## config.mk

```make
export PLATFORM = sky130hd
export DESIGN_NAME = acumulador_sumas
export DESIGN_NICKNAME = d
export VERILOG_FILES = /design/src/rtl/acumulador_sumas.sv
export SDC_FILE = /design/constraint.sdc
export NUM_CORES = 1
export LEC_CHECK = 0
export CAP_MARGIN = 30
export CORE_UTILIZATION = 25
export CTS_CLUSTER_DIAMETER = 200
export DETAILED_ROUTE_END_ITERATION = 16
export SYNTH_ARGS = -nofsm -noshare
export SYNTH_HDL_FRONTEND = slang
export SYNTH_SLANG_ARGS = --single-unit
```

## constraint.sdc

```tcl
create_clock -name clk -period 2.8 [get_ports clk]
set_input_delay 0.42 -clock clk [delete_from_list [all_inputs] [get_ports clk]]
set_output_delay 0.42 -clock clk [all_outputs]
set_load 0.005 [all_outputs]
```

## src/rtl/acumulador_sumas.sv

```systemverilog
// acumulador_sumas: sums blocks of N_MUESTRAS unsigned 4-bit samples into an
// 8-bit result and queues each block result in a PROF_FIFO-deep output FIFO.
// Optional feature macro: ACUMULADOR_SATURA_EN (saturate at 255 and flag
// overflow); without it the sum wraps modulo 256 and out_ovf is held at 0.
// Ports:
//   clk, rst               clock, synchronous active-high reset
//   in_valid/in_data       upstream sample handshake (4-bit sample)
//   in_ready               sample accepted this cycle (low in PUSH or reset)
//   out_valid/out_data     FIFO head entry (8-bit block sum)
//   out_ovf                overflow flag of the head entry
//   out_ready              downstream pops the head entry
//   ocupacion              FIFO entry count, 0..PROF_FIFO
module acumulador_sumas #(
   parameter int unsigned N_MUESTRAS = 4,
   parameter int unsigned PROF_FIFO  = 4
) (
   input  logic       clk,
   input  logic       rst,
   input  logic       in_valid,
   input  logic [3:0] in_data,
   output logic       in_ready,
   output logic       out_valid,
   output logic [7:0] out_data,
   output logic       out_ovf,
   input  logic       out_ready,
   output logic [3:0] ocupacion
);

   localparam int unsigned CNT_W = 6;
   localparam int unsigned PTR_W = $clog2(PROF_FIFO);
   localparam int unsigned OCU_W = 4;

   typedef enum logic {ACUM, PUSH} estado_t;

   estado_t           estado, estado_sig;
   logic [7:0]        acc;
   logic [CNT_W-1:0]  cnt;
   logic [PTR_W-1:0]  wr_ptr, rd_ptr;
   logic [OCU_W-1:0]  ocu;
   logic [7:0]        mem_dat [PROF_FIFO];

   logic acepta_c, lleno_c, pop_c, push_c;

   assign acepta_c = in_valid && (estado == ACUM);
   assign lleno_c  = (ocu == OCU_W'(PROF_FIFO));
   assign pop_c    = out_valid && out_ready;
   // Push also allowed into a full FIFO when the head leaves on the same edge.
   assign push_c   = (estado == PUSH) && (!lleno_c || pop_c);

   // in_ready is gated by rst directly so it drops in the reset cycle itself.
   assign in_ready  = (estado == ACUM) && !rst;
   assign out_valid = (ocu != '0);
   assign out_data  = out_valid ? mem_dat[rd_ptr] : 8'h00;
   assign ocupacion = ocu;

   // State register.
   always_ff @(posedge clk) begin
      if (rst) estado <= ACUM;
      else     estado <= estado_sig;
   end

   // Next-state logic.
   always_comb begin
      estado_sig = estado;
      case (estado)
         ACUM: if (in_valid && (cnt == CNT_W'(N_MUESTRAS - 1))) estado_sig = PUSH;
         PUSH: if (push_c) estado_sig = ACUM;
         default: estado_sig = ACUM;
      endcase
   end

`ifdef ACUMULADOR_SATURA_EN
   logic       ovf;
   logic [8:0] suma_c;
   logic       mem_ovf [PROF_FIFO];

   assign suma_c  = {1'b0, acc} + 9'(in_data);
   assign out_ovf = out_valid ? mem_ovf[rd_ptr] : 1'b0;

   // Accumulator with clamp at 255; ovf is sticky for the rest of the block.
   always_ff @(posedge clk) begin
      if (rst) begin
         acc <= 8'h00;
         cnt <= '0;
         ovf <= 1'b0;
      end else if (acepta_c) begin
         cnt <= cnt + CNT_W'(1);
         if (suma_c[8]) begin
            acc <= 8'hFF;
            ovf <= 1'b1;
         end else begin
            acc <= suma_c[7:0];
         end
      end else if (push_c) begin
         acc <= 8'h00;
         cnt <= '0;
         ovf <= 1'b0;
      end
   end

   // Overflow flag storage alongside the data.
   always_ff @(posedge clk) begin
      if (push_c) mem_ovf[wr_ptr] <= ovf;
   end
`else
   assign out_ovf = 1'b0;

   // Accumulator wrapping modulo 256.
   always_ff @(posedge clk) begin
      if (rst) begin
         acc <= 8'h00;
         cnt <= '0;
      end else if (acepta_c) begin
         acc <= acc + 8'(in_data);
         cnt <= cnt + CNT_W'(1);
      end else if (push_c) begin
         acc <= 8'h00;
         cnt <= '0;
      end
   end
`endif

   // FIFO data storage.
   always_ff @(posedge clk) begin
      if (push_c) mem_dat[wr_ptr] <= acc;
   end

   // FIFO pointers and occupancy; power-of-two depth makes pointers wrap.
   always_ff @(posedge clk) begin
      if (rst) begin
         wr_ptr <= '0;
         rd_ptr <= '0;
         ocu    <= '0;
      end else begin
         if (push_c) wr_ptr <= wr_ptr + PTR_W'(1);
         if (pop_c)  rd_ptr <= rd_ptr + PTR_W'(1);
         if (push_c && !pop_c)      ocu <= ocu + OCU_W'(1);
         else if (pop_c && !push_c) ocu <= ocu - OCU_W'(1);
      end
   end

endmodule

```

-- Word-level counts from Yosys, hierarchy flattened
Memory sizes are Yosys's and may differ from the RTL's. A register that Yosys moved wholly into a read port is not among the register bits.
Index checks and enable logic that the tools add are counted.
- $add $sub $neg: 6
- equal/unequal tests: 2
- mux-type cells: 14
- bitwise logic cells: 1
- reduce and logical (&&, ||, !) cells: 15
- operators with widths (kind ; number):
    8-bit 2-to-1 mux ; 3
    6-bit 2-to-1 mux ; 2
    8-bit by 4-bit adder with 8-bit output ; 1
    4-bit 2-to-1 mux ; 2
    1-bit logical AND ; 7
    6-bit by 1-bit adder with 6-bit output, second input constant ; 1
    6-bit by 2-bit == test with 1-bit output, second input constant ; 1
    2-bit by 1-bit adder with 2-bit output, second input constant ; 2
    4-bit by 1-bit adder with 4-bit output, second input constant ; 1
    4-bit by 3-bit == test with 1-bit output, second input constant ; 1
    1-bit logical NOT ; 4
    1-bit 2-to-1 mux ; 4
    2-bit 2-to-1 mux ; 2
    2-bit nonzero test ; 2
    4-bit nonzero test ; 1
    4-bit by 1-bit subtractor with 4-bit output, second input constant ; 1
    1-bit case mux with 2 select lines ; 1
    1-bit logical OR ; 1
    1-bit inverter ; 1
- flip-flop bits (word level): 23
- memory bits (writable): 32
- bits of input ports: 8
- word-level logic and storage cells: 45
- memories: 1
- memory list (memory ; words ; bits a word ; read ports ; clocked after Yosys merged registers in ; wr ports ; RTL line ; text):
    mem_dat ; 4 ; 8 ; 1 ; 1 ; 1 ; 40 ; logic [7:0] mem_dat [PROF_FIFO];

-- Depth between registers and ports, before layout
Gate-level depths: netlist (run 1).
- depth after elaboration: 8
- gate-level depth with buffers: 10
- depth with buffers taken out: 10

-- Least setup slack after synthesis (run 1)
Ideal clock, no wire load.
- path kind: register to register
- from: register ocu[0] (netlist: ocupacion[0])
- to: register ocu[3] (netlist: ocupacion[3])
- setup time: 121 ps
- data arrival time: 2322 ps
- slack: 358 ps
- stages on the path, launching flop included: 10
- path buffers: 0
- cells stage by stage: dfxtp_1 > or4_4 > nand2_1 > ha_1 > inv_1 > ha_1 > a21oi_1 > a211oi_1 > a31oi_1 > mux2_2
- cells in the longest elaborated chain, start to end: 7
- ends and longest elaborated chain (what ; RTL line ; text):
    start: declaration ; 39 ; logic [OCU_W-1:0] ocu;
    start signal: assignment ; 137 ; if (push_c && !pop_c) ocu <= ocu + OCU_W'(1);
    start signal: assignment ; 138 ; else if (pop_c && !push_c) ocu <= ocu - OCU_W'(1);
    parallel branches: the longest is 7 deep, another holds 4-bit by 1-bit subtractor with 4-bit output ; n/a ;
Parallel ways; which one is timed is not known. The select of a mux whose other input is x is not followed.
A chain may end at the register's enable or synchronous reset.

-- Worst setup path after layout (run 1)
- from: register ocu[1] (netlist: ocupacion[1])
- to: register ocu[3] (netlist: ocupacion[3])
Same word-level chain as after synthesis.

==> flow_metrics.py, run 1 <==
metrics = {
    "status": {
        "status": "complete, no violations",
    },
    "worst_setup_path": {
        "r2r-end": "ocupacion[3]$_SDFFE_PP0P_",
        "end_kind": "flip-flop",
        "critPathSlowestCell": "or4_4",
        "arrival_ns": 2.74,
        "path_cells": "or4_4, nand2_1, ha_1, inv_1, ha_1, a21oi_1, a211oi_1, a31oi_1, mux2_2",
        "critPathLaunchType": "flip-flop",
        "cpPeakStageDelay_ns": 0.54,
        "crit_fanout": 6,
        "crit_type": "reg -> reg",
        "cpMostUsedCell": "ha_1",
        "rrSetupSlack_ns": 0.28,
        "critPathCapture": "ocupacion[3]$_SDFFE_PP0P_",
        "worstSetupStartpoint": "ocupacion[1]$_SDFFE_PP0P_",
        "worst-r2r-cell-count": 9,
        "r2r_start": "ocupacion[1]$_SDFFE_PP0P_",
        "cp_data_required_time_ns": 3.02,
    },
    "floorplanning": {
        "die_width_um": 103.5,
        "die_area_um2": 10710,
        "dieHeight_um": 103.5,
        "core_area_um2": 9864,
        "num_io_pins": 23,
        "num_rows": 36,
        "start_util_pct": 26.09,
    },
    "clocking": {
        "cts-root-buf": "clkbuf_8",
        "clk_latency_ns": 0.34,
        "tritoncts": "done",
        "post_cts_buffers": 0,
        "clock_sinks": 57,
        "clk_pin_slew_worst_paths_ns": 0.07,
        "ctsHoldBuffers": 0,
        "cts_buffers": 9,
        "cts-resized-gates": 0,
        "htreeDepth": 3,
        "clockBufferDepth": 2,
    },
    "cells_and_area": {
        "diodes": 0,
        "nNetsFinal": 253,
        "layout-drive-gt1-share_pct": 19.92,
        "fin_area_um2": 3181,
        "syn_to_final_growth_pct": 23.58,
    },
    "synth": {
        "synth-seq-cells": 57,
        "yosys.area.top_type": "edfxtp_1",
        "ys_types": 46,
        "ys.flop_type": "edfxtp_1",
        "postSynthAreaPerCell_um2": 12.74,
        "syn_nets": 224,
        "yosysTopAreaCellShare_pct": 37.34,
        "synth_edf_count": 32,
        "syn_inst": 202,
        "syn_area_um2": 2574,
        "ys_top_cells_by_area": "edfxtp_1 37%, dfxtp_1 19%, mux4_2 7.0%",
        "synth_commonest_cells": "32 x edfxtp_1, 25 x dfxtp_1, 15 x a21oi_1",
        "yosysMostFrequentCell": "edfxtp_1",
        "seq_area_frac_synth_pct": 56.78,
        "yosysWarnings": 0,
        "async_flop_share_pct": 0,
    },
    "global_routing": {
        "overflow": 0,
        "grt_max_degree": 28,
        "track_usage_pct": 9.562,
        "antenna_found_initial": 0,
        "grt_pass1_vias": 1570,
        "grt_first_pass_wirelength_um": 7527,
    },
    "sta": {
        "finalCritPeriodShare_pct": 90.06,
        "hold_violations": 0,
        "worst_hold_slack_ns": 0.4892,
        "max_freq_mhz": 396.6,
        "finalMaxSlewViolations": 0,
        "period_needed_ns": 2.522,
        "fin_ws_ns": 0.2783,
        "skew_ns": 0.009468,
        "setup_violations": 0,
        "rsz0062_at_grt": "false",
        "fin_tns_setup_ns": 0,
    },
    "place": {
        "placed_area_um2": 2954,
        "dpl.hpwl_um": 3121,
        "dpl_worst_slack_ns": 0.07043,
        "place_congestion": 0.7873,
        "port_buffers": 21,
    },
    "routing": {
        "drt_wl_total_um": 4564,
        "drc": 0,
        "post_drt_wl_per_cell_um": 12.37,
        "ant_nets": 0,
        "route.vias.total": 1619,
        "vias_per_cell": 4.388,
        "dr.first_iter.drc_count": 77,
        "drt_pre_antenna_iters": 5,
    },
    "power": {
        "swShare_pct": 27.18,
        "internal_power_w": 0.001979,
        "switching_power_w": 0.0007389,
        "clkPwrFrac_pct": 31.5,
        "p_leak_nw": 1.118,
        "p_per_area_nw_per_um2": 854.7,
        "power_w": 0.002718,
        "peakVddDrop_uv": 272.6,
        "combPwrFrac_pct": 31.7,
        "seqPwrFrac_pct": 36.8,
    },
    "run": {
        "cap_viol_max_count": 0,
    },
    "hold_path": {
        "min_path_type": "reg -> reg",
    },
}
-- sequential cells by signal (all words and copies together) (netlist names), named ones only --
| signal | count |
|---|---|
| acc | 8 |
| estado | 1 |
| wr_ptr | 2 |
| rd_ptr | 2 |
| mem_dat | 32 |
| cnt | 6 |
| ocupacion | 4 |
-- logic make-up (layout without fill, tap and decap cells) --
group,Yosys count,after routing,share of synthesized area (%)
AND/OR/NAND/NOR,61,61,13.37
XOR/XNOR,6,6,2.042
other,1,1,0.1457
adder cells (fa/ha/maj),14,14,7.389
multiplexers,10,10,7.827
AO/OA/AOI/OAI,36,36,9.383
buffers and inverters,17,51,3.062
flip-flops,57,57,56.78
-- power groups by stage --
stage	Combinational [W]	Clock, W	Sequential, W
floorplan	0.000514	0	0.00101
global placement	0.000868	0	0.00102
detailed placement	0.000882	0	0.00102
CTS	0.000885	0.000877	0.00100
global route	0.000964	0.000917	0.00101
finish	0.000862	0.000857	0.000999
-- routing by layer --
| metal | part of all wire, % | track usage [%] | vias up |
|---|---|---|---|
| li1 | - | - | 813 |
| met1 | 47 | 11.90 | 772 |
| met2 | 48 | 14.93 | 32 |
| met3 | 4.9 | 4.032 | 2 |
| met4 | 0.61 | 3.250 | 0 |
| met5 | 0 | 0 | - |
-- cell usage in the layout, fill, tap and decap left out, drive strengths merged, types with 2 or more instances in the layout --
master,instances
buf,8
nand4,4
edfxtp,32
clkbuf,9
fa,2
a211o,2
clkinv,3
or4,2
a21oi,15
clkdlybuf4s50,21
mux4,8
nor2b,3
inv,7
bufinv,2
a211oi,5
dfxtp,25
nor2,12
a21o,2
or2,2
nand3,12
o41ai,2
and2,12
o21a,3
xor2,4
xnor2,2
ha,12
o2111ai,2
nand2b,2
nand2,8
-- critical path: cells and delay by family, from the launching register on --
kind | cells | cell delay [ns]
buf+inv | 1 | 0.06
mux | 1 | 0.34
fa+ha+maj | 2 | 0.49
compound gates | 3 | 0.48
flops | 1 | 0.38
simple gates | 2 | 0.66
-- worst min-delay path by stage --
stage | start | to | slack [ns] | cells past startpoint
5_1_grt | cnt[1]$_SDFFE_PP0P_ | cnt[1]$_SDFFE_PP0P_ | 0.52 | 2
3_5_place_dp | cnt[5]$_SDFFE_PP0P_ | cnt[5]$_SDFFE_PP0P_ | 0.48 | 2
6_report | cnt[5]$_SDFFE_PP0P_ | cnt[5]$_SDFFE_PP0P_ | 0.49 | 2
3_3_place_gp | cnt[5]$_SDFFE_PP0P_ | cnt[5]$_SDFFE_PP0P_ | 0.47 | 2
2_1_floorplan | cnt[5]$_SDFFE_PP0P_ | cnt[5]$_SDFFE_PP0P_ | 0.45 | 2
4_1_cts | cnt[5]$_SDFFE_PP0P_ | cnt[5]$_SDFFE_PP0P_ | 0.49 | 2
-- per-stage QoR --
| stage | instances | util, % |
|---|---|---|
| after floorplan | 202 | - |
| after global placement | 353 | 29.95 |
| after detailed placement | 353 | 29.95 |
| after CTS | 369 | 32.24 |
| after global routing | 369 | 32.24 |
| final | 369 | 32.24 |
-- layout make-up --
cell class | count | area, µm²
clock buffer | 9 | 123.9
multi-input combinational | 128 | 1033
clock inverter | 7 | 102.6
timing repair buffer | 29 | 270.3
tap | 133 | 166.4
fill | 971 | 6684
sequential | 57 | 1461
inverter | 6 | 22.52
No activity file was read; power rests on OpenSTA's default activity.
==> inputs of run 2 (changes only) <==
- clock period: 2.8 -> 2.35 ns (I/O delays scaled with it)
==> run 2 against run 1 <==
Register-to-register slack worse by 0.27 ns. Die area unchanged. First-iteration DRC count down 7.8%. Worst setup slack worse by 0.27 ns. Global-route usage up 0.83 points. Largest cell class unchanged. Cell count up 3.5%. Critical path type unchanged. Core utilization up 2.4 points. Hold slack worse by 0.0020 ns. Sequential share of layout area down 3.2 points. Count of clock-buffer cells in the layout up 1.
==> flow_metrics.py, run 2 (synthesis gave the netlist of run 1 again) <==
metrics = {
    "worst_setup_path": {
        "crit_fanout": 4,
        "crit_type": "reg -> reg",
        "arrival_ns": 2.56,
        "end_kind": "flip-flop",
        "critPathLaunchType": "flip-flop",
        "cp_data_required_time_ns": 2.57,
    },
    "cells_and_area": {
        "fin_area_um2": 3422,
        "nNetsFinal": 266,
        "utilization_pct": 34.69,
        "largest_reg_flops": 32,
        "syn_to_final_growth_pct": 32.96,
        "final.fill_count": 972,
        "layout-drive-gt1-share_pct": 27.71,
        "reg_top3": "mem_dat x32, acc x8, cnt x6",
        "layout_commonest_cell": "edfxtp_1",
        "final_cell_mix": "32 x edfxtp_1, 25 x dfxtp_1, 19 x buf_4, 14 x a21oi_1, 13 x clkdlybuf4s50_1",
        "diodes": 0,
        "regMostFlops": "mem_dat",
    },
    "floorplanning": {
        "num_io_pins": 23,
        "die_area_um2": 10710,
        "core_area_um2": 9864,
        "dieHeight_um": 103.5,
        "die_width_um": 103.5,
        "start_util_pct": 26.09,
        "num_rows": 36,
    },
    "place": {
        "placed_area_um2": 3045,
        "dpl.hpwl_um": 3364,
        "port_buffers": 21,
        "dpl_worst_slack_ns": -0.3327,
        "place_congestion": 0.7128,
    },
    "sta": {
        "period_needed_ns": 2.341,
        "hold_violations": 0,
        "finalMaxSlewViolations": 0,
        "max_freq_mhz": 427.1,
        "rsz0062_at_grt": "true",
        "fin_ws_ns": 0.008572,
        "skew_ns": 0.005522,
        "setup_violations": 0,
        "finalCritPeriodShare_pct": 99.64,
    },
    "clocking": {
        "clk_latency_ns": 0.33,
        "clockBufferDepth": 2,
        "ctsHoldBuffers": 0,
        "cts_buffers": 9,
        "tritoncts": "done",
        "clk_pin_slew_worst_paths_ns": 0.07,
        "cts-root-buf": "clkbuf_8",
        "clock_sinks": 57,
        "htreeDepth": 3,
    },
    "routing": {
        "ant_nets": 0,
        "drt_pre_antenna_iters": 4,
        "dr.first_iter.drc_count": 71,
        "drt_wl_total_um": 5014,
        "route.vias.total": 1678,
        "post_drt_wl_per_cell_um": 13.13,
        "drc": 0,
        "vias_per_cell": 4.393,
    },
    "global_routing": {
        "grt_pass1_vias": 1640,
        "overflow": 0,
        "antenna_found_initial": 0,
        "grt_max_degree": 28,
        "grt_first_pass_wirelength_um": 8148,
        "track_usage_pct": 10.40,
    },
    "power": {
        "swShare_pct": 27.03,
        "seqPwrFrac_pct": 32.7,
        "internal_power_w": 0.002644,
        "switching_power_w": 0.0009793,
        "clkPwrFrac_pct": 31.4,
        "p_per_area_nw_per_um2": 1059,
        "combPwrFrac_pct": 35.9,
        "p_leak_nw": 1.296,
        "peakVddDrop_uv": 316.0,
    },
    "status": {
        "status": "complete, no violations",
    },
    "hold_path": {
        "min_path_type": "reg -> reg",
    },
    "run": {
        "cap_viol_max_count": 0,
    },
}
-- run 2: worst max-delay path, cell delays in order (launching register included) --
cell	delay, ns
dfxtp_1	0.33
or4_4	0.56
nand2_2	0.12
ha_4	0.16
inv_4	0.06
ha_4	0.29
nand3_4	0.10
a211oi_4	0.28
a31oi_4	0.05
mux2_2	0.28
-- run 2: final timing paths --
check	from	to	slack (ns)	cells after the start
max	ocupacion[0]$_SDFFE_PP0P_	ocupacion[3]$_SDFFE_PP0P_	0.009	9
min	cnt[1]$_SDFFE_PP0P_	cnt[1]$_SDFFE_PP0P_	0.49	2
max reg2reg	ocupacion[0]$_SDFFE_PP0P_	ocupacion[3]$_SDFFE_PP0P_	0.009	9
min reg2reg	cnt[1]$_SDFFE_PP0P_	cnt[1]$_SDFFE_PP0P_	0.49	2
-- run 2: cell type report --
cell class                      instances  area (µm²)  share of cell area (%)
Tap cell                              133       166.4                   4.863
Multi-Input combinational cell        128        1125                   32.87
Clock inverter                          6       115.1                   3.364
Sequential cell                        57        1461                   42.71
Inverter                                6       25.02                  0.7313
Timing Repair Buffer                   42       391.6                   11.44
Clock buffer                           10       137.6                   4.022
-- run 2: metrics by stage --
step / cells / hold WS, ns / setup TNS (ns) / power (W)
global route: 382 / 0.5200 / -0.06828 / 0.003828
detailed placement: 363 / 0.4766 / -0.5030 / 0.002374
floorplan: 202 / 0.4519 / 0 / 0.001832
global placement: 363 / 0.4625 / -0.2633 / 0.002350
CTS: 380 / 0.4875 / -0.07231 / 0.003582
finish: 382 / 0.4872 / 0 / 0.003623
-- run 2: metal layers --
layer  GRT usage (%)  share of wire, %  vias up
met5               0                 0        -
met4           3.575               1.0        0
met3           3.965               4.7        6
met2           16.40                48       33
met1           13.05                46      810
li1                -                 -      829
-- run 2: repair_timing --
action,4_1_cts,5_1_grt
setup buffers,1,2
resized for setup,11,13
pin swaps,0,4
endpoints found under the setup margin,9,8
endpoints found under the hold margin,0,0
-- run 2: power by group through the flow --
stage	sequential, W	combinational, W	clock (W)
floorplan	0.00120	0.000628	0
global placement	0.00120	0.00115	0
detailed placement	0.00121	0.00117	0
CTS	0.00119	0.00124	0.00116
global route	0.00120	0.00144	0.00119
finish	0.00119	0.00130	0.00114
==> patch 1 (config.mk and constraints of run 2) <==
The option `ACUMULADOR_SATURA_EN` is turned on by a define.
--- a/src/rtl/acumulador_sumas.sv
+++ b/src/rtl/acumulador_sumas.sv
@@ -10,6 +10,8 @@
 //   out_ovf                overflow flag of the head entry
 //   out_ready              downstream pops the head entry
 //   ocupacion              FIFO entry count, 0..PROF_FIFO
+`define ACUMULADOR_SATURA_EN
+
 module acumulador_sumas #(
    parameter int unsigned N_MUESTRAS = 4,
    parameter int unsigned PROF_FIFO  = 4
Check against the original RTL: same outputs for any inputs over 10 cycles, from zero or initial values and one cycle with rst high; that may be too few to reach the edited logic, so the function may still have changed.
==> patch 1 against run 2 <==
Cell count up 10%; die area up 9.8%; maximum frequency up 1.9%; largest power group is now clock; routed wire length up 9.4%; largest cell class unchanged; power down 2.2%; sequential cell count up 5; design area up 11%; highest routed layer unchanged; critical endpoint is now out_data[0]; synthesized area up 10%; first-iteration DRC count down 2.8%; setup slack better by 0.043 ns; clock power up 26%.
==> patch 1: results (changes against run 2) <==
run status=complete, no violations (unchanged); WHS=0.488 ns (was 0.487 ns); Routed WL=5490 um (was 5010 um); Placed Instance Area=3390 um^2 (was 3050 um^2); worst vdd ir=0.651 mV (was 0.316 mV); Total GRT Usage=10.4% (about the same); IO buf count=22 (was 21); FF-to-FF path depth=10 (was 9); Synth Instances=227 (was 202); Clock transition at path regs=0.05 ns (was 0.07 ns); pre-CTS setup slack=-0.133 ns (was -0.333 ns); vias=1886 (was 1678); initial drt markers=69 (was 71); # fillers=1093 (was 972); Clk Tree Root Cell=clkbuf_16 (was clkbuf_8); Placer Congestion=0.726 (was 0.713); hold_sp=cnt[5] (was cnt[1]); average wire per standard cell=13.0 um (was 13.1 um); Post-CTS Setup Bufs=0 (was 1); Leak=1.44 nW (was 1.30 nW); register area share after synthesis=56.6% (was 56.8%); mux contribution to synthesized area=8.27% (was 7.83%); most frequent cells after synthesis=edfxtp_1, dfxtp_1, nor2_1 (was edfxtp_1, dfxtp_1, a21oi_1); routed length on met2=2550 um (was 2400 um); met1 wire length=2630 um (was 2320 um)
==> patch 1: changes by cell type in the layout (fill, tap and decap cells not counted), moves of 5 or more <==
cell / delta
buf_4: +5
a31oi_1: +6
nor2_1: +8
and2_1: +9
clkbuf_8: -10
and2_2: -8
clkdlybuf4s50_1: +6
clkbuf_16: +10
==> patch 1: area by class of cell <==
cell class | instances | share of cell area, %
multi-input combinational | 148 | 31.8
sequential | 62 | 42.2
clock inverter | 7 | 2.73
clock buffer | 9 | 5.92
tap | 140 | 4.60
timing repair buffer | 49 | 12.1
inverter | 7 | 0.756
==> patch 1: power groups by stage <==
stage	Clock, mW	Combinational, mW	Sequential (mW)
6_report	1.44	0.843	1.26
3_5_place_dp	0	0.778	1.27
5_1_grt	1.52	0.930	1.27
3_3_place_gp	0	0.764	1.27
4_1_cts	1.47	0.794	1.25
2_1_floorplan	0	0.414	1.27
==> patch 2 (settings of run 2) <==
Made on the original files. Compare `cnt` against `CNT_W'(N_MUESTRAS - 1)` with >= in place of ==.
--- a/src/rtl/acumulador_sumas.sv
+++ b/src/rtl/acumulador_sumas.sv
@@ -63,7 +63,7 @@
    always_comb begin
       estado_sig = estado;
       case (estado)
-         ACUM: if (in_valid && (cnt == CNT_W'(N_MUESTRAS - 1))) estado_sig = PUSH;
+         ACUM: if (in_valid && (cnt >= CNT_W'(N_MUESTRAS - 1))) estado_sig = PUSH;
          PUSH: if (push_c) estado_sig = ACUM;
          default: estado_sig = ACUM;
       endcase
Check against the original RTL: no difference found for any inputs over 10 cycles, from zero or initial values and one cycle with rst high; that may be too few to reach the edited logic, so the function may still have changed.
==> patch 2 against run 2 <==
Routed wire length is 3.6% lower; largest power group is now registers; largest cell class unchanged; power down 9.0%; setup slack better by 0.062 ns; design area decreased by 3.6%; count of clock-buffer cells in the layout is 1 lower; synthesized area rose by 0.39%; critical endpoint is now out_data[1]; sequential cell count is the same; cell count grew 0.52%.
==> patch 2: results (changes against run 2) <==
worst vdd ir=0.406 mV (was 0.316 mV); H-tree Lvls=3 (unchanged); Top Registers=mem_dat x32, acc x8, cnt x6 (unchanged); diodes inserted=0 (unchanged); worst r2r src=ocupacion[3] (was ocupacion[0]); sw frac=26.9% (was 27.0%); placed cell count=367 (was 363); number of buffers created by CTS=9 (unchanged); TritonRoute pass-1 iters=6 (was 4); Clk Tree Root Cell=clkbuf_8 (unchanged); Netlist cell types=44 (was 46); final net count=268 (was 266); number of synthesized flops with an enable pin=32 (unchanged); pin count of the biggest net entering global routing=26 (was 28); global-route wire length before repair=8090 um (was 8150 um); WS Path Type=flip-flop to primary output (was flip-flop to flip-flop); # fillers=1010 (was 972); run status=complete, no violations (unchanged); initial drt markers=57 (was 71); Vias per Instance=4.42 (was 4.39); worst skew pair latency=0.33 ns (about the same); IO buf count=21 (unchanged); syn_nets=231 (was 224); Worst Skew=0.00784 ns (was 0.00552 ns); Post-synth ARST share=0% (unchanged); Placer Congestion=0.721 (was 0.713); register area share after synthesis=56.6% (was 56.8%); R2R setup slack=0.09 ns (was 0.009 ns); DP Wirelength=3350 um (was 3360 um); Synth area leaders=edfxtp_1, dfxtp_1, mux4_2, ha_1, and2_1 (was edfxtp_1, dfxtp_1, mux4_2, ha_1, a21oi_1); vias=1698 (was 1678); Yosys top cell area share=37.2% (was 37.3%); Ys Warns=0 (unchanged); Total GRT Usage=9.60% (was 10.4%); WHS=0.472 ns (was 0.487 ns); Placed Instance Area=3040 um^2 (was 3050 um^2); Synth Instances=209 (was 202); Routed WL=4830 um (was 5010 um); CP Max Fanout=10 (was 4); most frequent cells after synthesis=edfxtp_1, dfxtp_1, a21oi_1, nor2_1 (was edfxtp_1, dfxtp_1, a21oi_1); Leak=1.27 nW (was 1.30 nW); share of cells above drive strength 1=19.9% (was 27.7%); CP endpoint=out_data[1] (was ocupacion[3])
-- patch 2: timing repair --
| item | in CTS | in global routing |
|---|---|---|
| endpoints found under the setup margin | 8 | 10 |
| resized for setup | 2 | 10 |
| setup buffers | 0 | 1 |
-- patch 2: power by group through the flow --
stage / clock network [mW] / logic [mW] / registers, mW
2_1_floorplan: 0 / 0.581 / 1.21
3_3_place_gp: 0 / 1.10 / 1.21
3_5_place_dp: 0 / 1.12 / 1.21
4_1_cts: 0.972 / 1.16 / 1.19
5_1_grt: 1.02 / 1.27 / 1.21
6_report: 0.952 / 1.15 / 1.19
-- patch 2: layer usage --
| layer | track usage [%] | vias to the layer above | wire length, um |
|---|---|---|---|
| li1 | - | 846 | - |
| met1 | 12.0 | 819 | 2310 |
| met2 | 15.5 | 28 | 2290 |
| met3 | 3.78 | 5 | 184 |
| met4 | 2.35 | 0 | 46 |
| met5 | 0 | - | 0 |
-- patch 2: worst min path at each step --
stage | from | end | cells after the start
CTS | cnt[5] | cnt[5] | 1
detailed placement | cnt[5] | cnt[5] | 1
global route | cnt[5] | cnt[5] | 1
global placement | cnt[5] | cnt[5] | 1
floorplan | cnt[5] | cnt[5] | 1
finish | cnt[5] | cnt[5] | 1
-- patch 2: cells by family after synthesis --
family / count (synthesis) / share of synthesized area [%]
AOI/OAI and AO/OA: 29 / 7.55
buffers and inverters: 19 / 3.29
DFF: 57 / 56.6
muxes: 11 / 8.18
adders and majority gates: 14 / 7.36
xor gates and xnor gates: 7 / 2.37
and+or+nand+nor: 71 / 14.5
other: 1 / 0.145
-- patch 2: final cells by class --
| cell class | count | area, um^2 | area share (%) |
|---|---|---|---|
| clock buffers | 9 | 124 | 3.76 |
| clock inverters | 7 | 85.1 | 2.58 |
| inverters | 7 | 26.3 | 0.797 |
| multi-input cells | 133 | 1070 | 32.5 |
| flip-flops and latches | 57 | 1460 | 44.4 |
| well taps | 133 | 166 | 5.05 |
| repair buffers | 38 | 360 | 10.9 |
-- patch 2: critical path: stages (launching register included) --
cell and delay [ns]:
dfxtp_2 0.34, or4_4 0.55, buf_6 0.16, and2_1 0.13
clkdlybuf4s50_1 0.43
-- patch 2: through the flow --
step	utilization [%]	setup WS, ns	power (mW)
2_1_floorplan	-	0.0142	1.79
3_3_place_gp	30.7	-0.117	2.31
3_5_place_dp	30.7	-0.147	2.33
4_1_cts	32.9	0.000481	3.32
5_1_grt	33.3	-0.0234	3.49
6_report	33.3	0.0709	3.30
